===== src/rtl/mcu_port_arbiter.sv =====
// Two-port arbiter in front of the DDR controller user port: CPU refill path on
// port 0, DMA on port 1. One transaction in flight, with a watchdog on mem_ack.
//
// state   | meaning
// IDLE    | no transaction; pick a winner when req0/req1 is high
// ISSUE   | mem_do_act held, waiting for mem_ack or watchdog expiry
// RELEASE | one quiet cycle so the served requester can drop req
module mcu_port_arbiter #(
   parameter int AW         = 32,
   parameter int DW         = 32,
   parameter int FIXED_PRIO = 0,
   parameter int TIMEOUT    = 1024,
   parameter int TW         = 11
) (
   input  logic          CLK,
   input  logic          RST,
   input  logic          req0,
   input  logic          req1,
   input  logic [AW-1:0] addr0,
   input  logic [AW-1:0] addr1,
   input  logic          we0,
   input  logic          we1,
   input  logic [DW-1:0] wdata0,
   input  logic [DW-1:0] wdata1,
   output logic          ack0,
   output logic          ack1,
   output logic [DW-1:0] rdata0,
   output logic [DW-1:0] rdata1,
   output logic          err0,
   output logic          err1,
   output logic [AW-1:0] mem_addr,
   output logic          mem_we,
   output logic          mem_do_act,
   output logic [DW-1:0] mem_dataintomem,
   input  logic          mem_ack,
   input  logic [DW-1:0] mem_datafrommem,
   output logic          busy,
   output logic          grant
);

   typedef enum logic [1:0] {IDLE, ISSUE, RELEASE} state_t;

   localparam logic [TW-1:0] CNT_LAST = TW'((TIMEOUT == 0) ? 0 : TIMEOUT - 1);

   state_t        state_q, state_d;
   logic          last_grant_q, last_grant_d;
   logic          grant_q, grant_d;
   logic [TW-1:0] cnt_q, cnt_d;
   logic [AW-1:0] mem_addr_q, mem_addr_d;
   logic          mem_we_q, mem_we_d;
   logic          mem_do_act_q, mem_do_act_d;
   logic [DW-1:0] mem_din_q, mem_din_d;
   logic [DW-1:0] rdata0_q, rdata0_d;
   logic [DW-1:0] rdata1_q, rdata1_d;
   logic          ack0_q, ack0_d, ack1_q, ack1_d;
   logic          err0_q, err0_d, err1_q, err1_d;
   logic          busy_q, busy_d;
   logic          win;

   // Port 1 wins when alone, or on a round-robin tie after port 0 was last served.
   assign win = req1 && (!req0 || (FIXED_PRIO == 0 && !last_grant_q));

   always_comb begin
      state_d      = state_q;
      last_grant_d = last_grant_q;
      grant_d      = grant_q;
      cnt_d        = cnt_q;
      mem_addr_d   = mem_addr_q;
      mem_we_d     = mem_we_q;
      mem_do_act_d = mem_do_act_q;
      mem_din_d    = mem_din_q;
      rdata0_d     = rdata0_q;
      rdata1_d     = rdata1_q;
      ack0_d       = 1'b0;
      ack1_d       = 1'b0;
      err0_d       = 1'b0;
      err1_d       = 1'b0;
      case (state_q)
         IDLE: begin
            if (req0 || req1) begin
               mem_addr_d   = win ? addr1 : addr0;
               mem_we_d     = win ? we1 : we0;
               mem_din_d    = win ? wdata1 : wdata0;
               mem_do_act_d = 1'b1;
               grant_d      = win;
               last_grant_d = win;
               cnt_d        = '0;
               state_d      = ISSUE;
            end
         end
         ISSUE: begin
            if (mem_ack) begin
               if (!mem_we_q) begin
                  if (grant_q) rdata1_d = mem_datafrommem;
                  else         rdata0_d = mem_datafrommem;
               end
               ack0_d       = !grant_q;
               ack1_d       = grant_q;
               mem_do_act_d = 1'b0;
               state_d      = RELEASE;
            end else if (TIMEOUT != 0) begin
               if (cnt_q == CNT_LAST) begin
                  err0_d       = !grant_q;
                  err1_d       = grant_q;
                  mem_do_act_d = 1'b0;
                  state_d      = RELEASE;
               end else if (cnt_q != '1) begin
                  cnt_d = cnt_q + 1'b1;
               end
            end
         end
         RELEASE: state_d = IDLE;
         default: state_d = IDLE;
      endcase
      busy_d = (state_d != IDLE);
   end

   always_ff @(posedge CLK or posedge RST) begin
      if (RST) begin
         state_q      <= IDLE;
         last_grant_q <= 1'b1;
         grant_q      <= 1'b0;
         cnt_q        <= '0;
         mem_addr_q   <= '0;
         mem_we_q     <= 1'b0;
         mem_do_act_q <= 1'b0;
         mem_din_q    <= '0;
         rdata0_q     <= '0;
         rdata1_q     <= '0;
         ack0_q       <= 1'b0;
         ack1_q       <= 1'b0;
         err0_q       <= 1'b0;
         err1_q       <= 1'b0;
         busy_q       <= 1'b0;
      end else begin
         state_q      <= state_d;
         last_grant_q <= last_grant_d;
         grant_q      <= grant_d;
         cnt_q        <= cnt_d;
         mem_addr_q   <= mem_addr_d;
         mem_we_q     <= mem_we_d;
         mem_do_act_q <= mem_do_act_d;
         mem_din_q    <= mem_din_d;
         rdata0_q     <= rdata0_d;
         rdata1_q     <= rdata1_d;
         ack0_q       <= ack0_d;
         ack1_q       <= ack1_d;
         err0_q       <= err0_d;
         err1_q       <= err1_d;
         busy_q       <= busy_d;
      end
   end

   assign ack0            = ack0_q;
   assign ack1            = ack1_q;
   assign err0            = err0_q;
   assign err1            = err1_q;
   assign rdata0          = rdata0_q;
   assign rdata1          = rdata1_q;
   assign mem_addr        = mem_addr_q;
   assign mem_we          = mem_we_q;
   assign mem_do_act      = mem_do_act_q;
   assign mem_dataintomem = mem_din_q;
   assign busy            = busy_q;
   assign grant           = grant_q;

endmodule


===== config.mk =====
export PLATFORM = sky130hd
export DESIGN_NAME = mcu_port_arbiter
export DESIGN_NICKNAME = d
export VERILOG_FILES = /design/src/rtl/mcu_port_arbiter.sv
export SDC_FILE = /design/constraint.sdc
export NUM_CORES = 1
export LEC_CHECK = 0
export ABC_AREA = 1
export CORE_MARGIN = 3
export CORE_UTILIZATION = 45
export CTS_CLUSTER_DIAMETER = 200
export DETAILED_ROUTE_END_ITERATION = 12
export PLACE_DENSITY_LB_ADDON = 0.05
export SETUP_SLACK_MARGIN = 0.2
export SLEW_MARGIN = 20
export SYNTH_ARGS = -nofsm -noshare
export SYNTH_HDL_FRONTEND = slang
export SYNTH_SLANG_ARGS = --single-unit
export TNS_END_PERCENT = 5

===== constraint.sdc =====
create_clock -name CLK -period 13.9 [get_ports CLK]
set_clock_uncertainty 0.1 [all_clocks]
set_input_delay 1.39 -clock CLK [delete_from_list [all_inputs] [get_ports CLK]]
set_output_delay 1.39 -clock CLK [all_outputs]
set_load 0.1 [all_outputs]

After elaboration in Yosys (flattened, before gate mapping)

Cells that the tools add are included.

Add/subtract/negate cells: 1
Multipliers: 0
Div/mod/pow operators: 0
$lt $le $gt $ge: 0
Equality and inequality tests: 8
Shifts and indexed selects: 0
Muxes and demuxes: 26
Bitwise logic cells: 2
Reduce and logical (&&, ||, !) cells: 14

Operators by type and width:

| operator                                         | count |
|---|---|
| 2-to-1 mux 32 bit                                | 2 |
| 2-to-1 mux 11 bit                                | 4 |
| case mux 11 bit (2 select lines)                 | 1 |
| 2-to-1 mux 1 bit                                 | 14 |
| adder 11 x 1 -> 11 bit (second input constant)   | 1 |
| == test 11 x 10 -> 1 bit (second input constant) | 1 |
| != test 11 bit (second input constant)           | 1 |
| != test 2 bit (second input constant)            | 4 |
| AND reduction 4 bit                              | 2 |
| 2-to-1 mux 2 bit                                 | 3 |
| AND reduction 5 bit                              | 1 |
| case mux 2 bit (2 select lines)                  | 1 |
| nonzero test 2 bit                               | 2 |
| logical NOT 1 bit                                | 3 |
| != test 3 bit (second input constant)            | 1 |
| AND reduction 3 bit                              | 1 |
| == test 2 x 1 -> 1 bit (second input constant)   | 1 |
| logical NOT 2 bit                                | 1 |
| logical OR 1 bit                                 | 2 |
| inverter 1 bit                                   | 2 |
| case mux 1 bit (2 select lines)                  | 1 |
| AND reduction 2 bit                              | 1 |
| logical AND 1 bit                                | 1 |

Flip-flop bits (word level): 150
Latch bits: 0
RAM bits: 0
ROM bits: 0
Word-level logic and storage cells: 66
Memories: 0

Logic depth before layout (Yosys ltp)

Depth in word-level cells: 5
Mapped depth: 11

Least setup slack after synthesis

Ideal clock, no wire load.

Path type: reg2out
Start: register grant_q, in the netlist grant
End: output port grant
Arrival: 967 ps
Required time: 12410 ps
Slack: 11443 ps
Cell stages (with the launch flop): 1
Buffers on the path: 0
Cells stage by stage: dfrtp_1

RTL lines:

| element                  | RTL line | text |
|---|---|---|
| start: declaration       | 47       | `logic grant_q, grant_d;` |
| start signal: assignment | 138      | `grant_q <= grant_d;` |
| end: declaration         | 38       | `output logic grant` |

No word-level cell between the ends.

Worst setup path after layout

Start: register grant_q, in the netlist grant
End: output port grant

No word-level cell between the ends.

==> metrics.md <==
| Metric | Value |
|---|---|
| Largest area contributor in the netlist | dfrtp_1 |
| Status | complete, no violations |
| Post-synth top cells | 185 x nand2_1, 149 x dfrtp_1, 148 x o21ai_1 |
| Register area share after synthesis | 56.99% |
| Post-synth EDFFs | 0 |
| Yosys top cell area share | 56.59% |
| Setup tns final | 0 ns |
| Async SR Flop Fraction | between 90% and 100% |
| CP delay by family, top | buffers and inverters |
| Netlist Area Pre-Place | 6589 sq um |
| Fmax | 284.7 MHz |
| XOR/XNOR share of the synthesized area | 0.1329% |
| Pre-antenna DRT Iters | 4 |
| CP required | 12.41 ns |
| CTS buffer count | 17 |
| WP buf/inv | 1 |
| Die Ht | 127.0 um |
| # resized after CTS | 0 |
| Post-Synth Simple-Gate Area | 17.98% |
| Clk Latency, worst-skew pair | 0.41 ns |
| Final net count | 1193 |
| Top area cells in the synthesized netlist | dfrtp_1 57%, o21ai_1 11%, nand2_1 11%, o21ai_2 5.6%, nor2_1 4.6% |
| Setup Viol. Count Final | 0 |
| Crit-path cells | clkdlybuf4s50_1 |
| Crit-path slowest cell | clkdlybuf4s50_1 |
| Most common cell in the netlist | nand2_1 |
| Critical path peak fanout | 4 |
| WL final | 19.93 mm |
| Slew HR | around 27% |
| Fillers | ~1100 |
| Mux share of post-synthesis cell area | 0% |
| Avg Cell Area, Syn | about 8.9 sq um |
| First-pass GRT wire length | 31.44 mm |
| Ant. Diodes | 0 |
| Core ar. | 14100 sq um |
| Worst setup EP type | output port |
| Minimum clock period | 3.513 ns |
| Die width | 127.0 um |
| Prevailing post-synth register cell | dfrtp_1 |
| Cell Rows | 43 |
| Max-slew violation count | 0 |
| Gr usage total | roughly a quarter |
| Initial antenna violation count | 0 |
| Share of layout cells above drive strength 1 | a little under a tenth |
| Buffers on Ports | between 300 and 400 |
| Via count | 5981 |
| Antenna Nets Post-Route | 0 |
| RSZ-0062 raised after global routing | false |
| Pin slew with the least headroom to its limit | 1.089 ns |
| Post-synth cell types | 29 |
| TritonCTS clock tree | done |
| CTS max path bufs | 2 |
| Crit path arrival time | 2.02 ns |
| Combinational family with the most area after synthesis | simple AND/OR/NAND/NOR gates |
| Initial core utilization | 46.74% |
| Synth Area in Adders | less than 1% |
| Crit Path Class | flip-flop to output port |
| DRC errors left | 0 |
| Synth Area in Compound Gates | 17.72% |
| H-tree depth | 4 |
| Num ports | 303 |
| Area occupied by multi-input gates | 2381 sq um |
| Synthesis Warnings | 0 |
| Area growth from synthesis to layout | 55.39% |
| Pin count of the biggest net entering global routing | 78 |
| Min-delay worst type | flip-flop to flip-flop |
| Maximum capacitance violations | 0 |
| Register area | about 3800 sq um |
| Hold bufs inserted after CTS | 0 |
| Die area | 16130 sq um |
| DRT iter0 DRCs | 342 |
| Number of clock sinks | 150 |
| Syn Inst Count | 740 |
| Worst-path clk slew | about 0.06 ns |
| Mapped Nets | 908 |
| DR vias/cell | 4.915 |
| Crit-path max cell delay | 1.18 ns |
| Yosys reg bits | 150 |
| Hpwl dp | 14.09 mm |
| Setup crit start kind | flip-flop |
| RD Place Congestion | 0.8011 |
| Grt ovf | 0 |
| WL per Instance | 16.38 um |
| Tcrit/Tclk final | 25.27% |
| Vias in the first global route | 5974 |
| CTS Root Cell | clkbuf_16 |
| Final hold vios | 0 |
| Post-CTS Setup Inserts | 0 |
[worst paths after layout]
kind | startpoint | endpoint | slack, ns | cells past startpoint
max | grant | grant | 10.39 | 1
min | last_grant_q | last_grant_q | 0.38 | 2
max reg2reg | last_grant_q | mem_dataintomem[12] | 11.34 | 7
min reg2reg | last_grant_q | last_grant_q | 0.38 | 2
max in group asynchronous | RST | rdata0[0] | 10.90 | 3
min in group asynchronous | RST | rdata0[13] | 1.36 | 2
[worst register-to-register path, cell delays in order (launching register included)]
cell,delay (ns)
dfstp_2,0.55
nand2_1,0.06
nand2_2,0.05
buf_4,0.57
inv_2,0.40
buf_4,0.40
o21ai_0,0.26
o21ai_1,0.08
[cell type report]
| class | count | area share [%] |
|---|---|---|
| Multi-Input combinational cell | 493 | 23.26 |
| Inverter | 56 | 2.126 |
| Timing Repair Buffer | 307 | 29.89 |
| Clock inverter | 9 | 1.222 |
| Clock buffer | 22 | 4.632 |
| Sequential cell | 150 | 36.67 |
| Tap cell | 180 | 2.200 |
[through the flow]
stage,cells,instance area [sq um],worst slack (ns),utilization [%],hold WS [ns]
final,1217,10240,10.39,72.63,0.3786
after global routing,1217,10240,10.33,72.63,0.3863
after CTS,1217,10240,10.36,72.63,0.3782
after detailed placement,1186,9639,10.06,68.38,0.3666
after global placement,1186,9639,10.10,68.38,0.3638
after floorplan,740,6589,8.375,-,0.3431
[layout by cell type (no fill, tap or decap), drive strengths merged]
cell	instances
nand2	188
clkinvlp	2
nand4	4
clkdlybuf4s50	302
clkinv	4
dfrtp	149
bufinv	3
buf	5
inv	56
nor3b	1
clkbuf	22
nor2	88
o22ai	1
ha	1
o21ai	196
xnor2	1
o21a	1
a21oi	3
nand3	7
nor3	2
dfstp	1
[sequential cells by signal, indices dropped and copies added (netlist names), 2 cells and up]
signal	count
cnt_q	11
state_q	2
mem_dataintomem	32
rdata0	32
rdata1	32
mem_addr	32
[cell families after synthesis]
| kind of cell | count (synthesis) |
|---|---|
| adders and majority gates | 1 |
| DFF | 150 |
| xor gates and xnor gates | 1 |
| and+or+nand+nor | 290 |
| AOI/OAI and AO/OA | 201 |
| buffers and inverters | 97 |
[metal layers]
layer,GRT usage (%),up-vias,wire (um)
li1,-,2951,-
met1,29.06,2773,7991
met2,41.63,221,9744
met3,8.612,36,1591
met4,9.716,0,603
met5,0,-,0
Power is not shown: default switching activity piles up to over one toggle a cycle in this logic, so the estimate is an artifact.
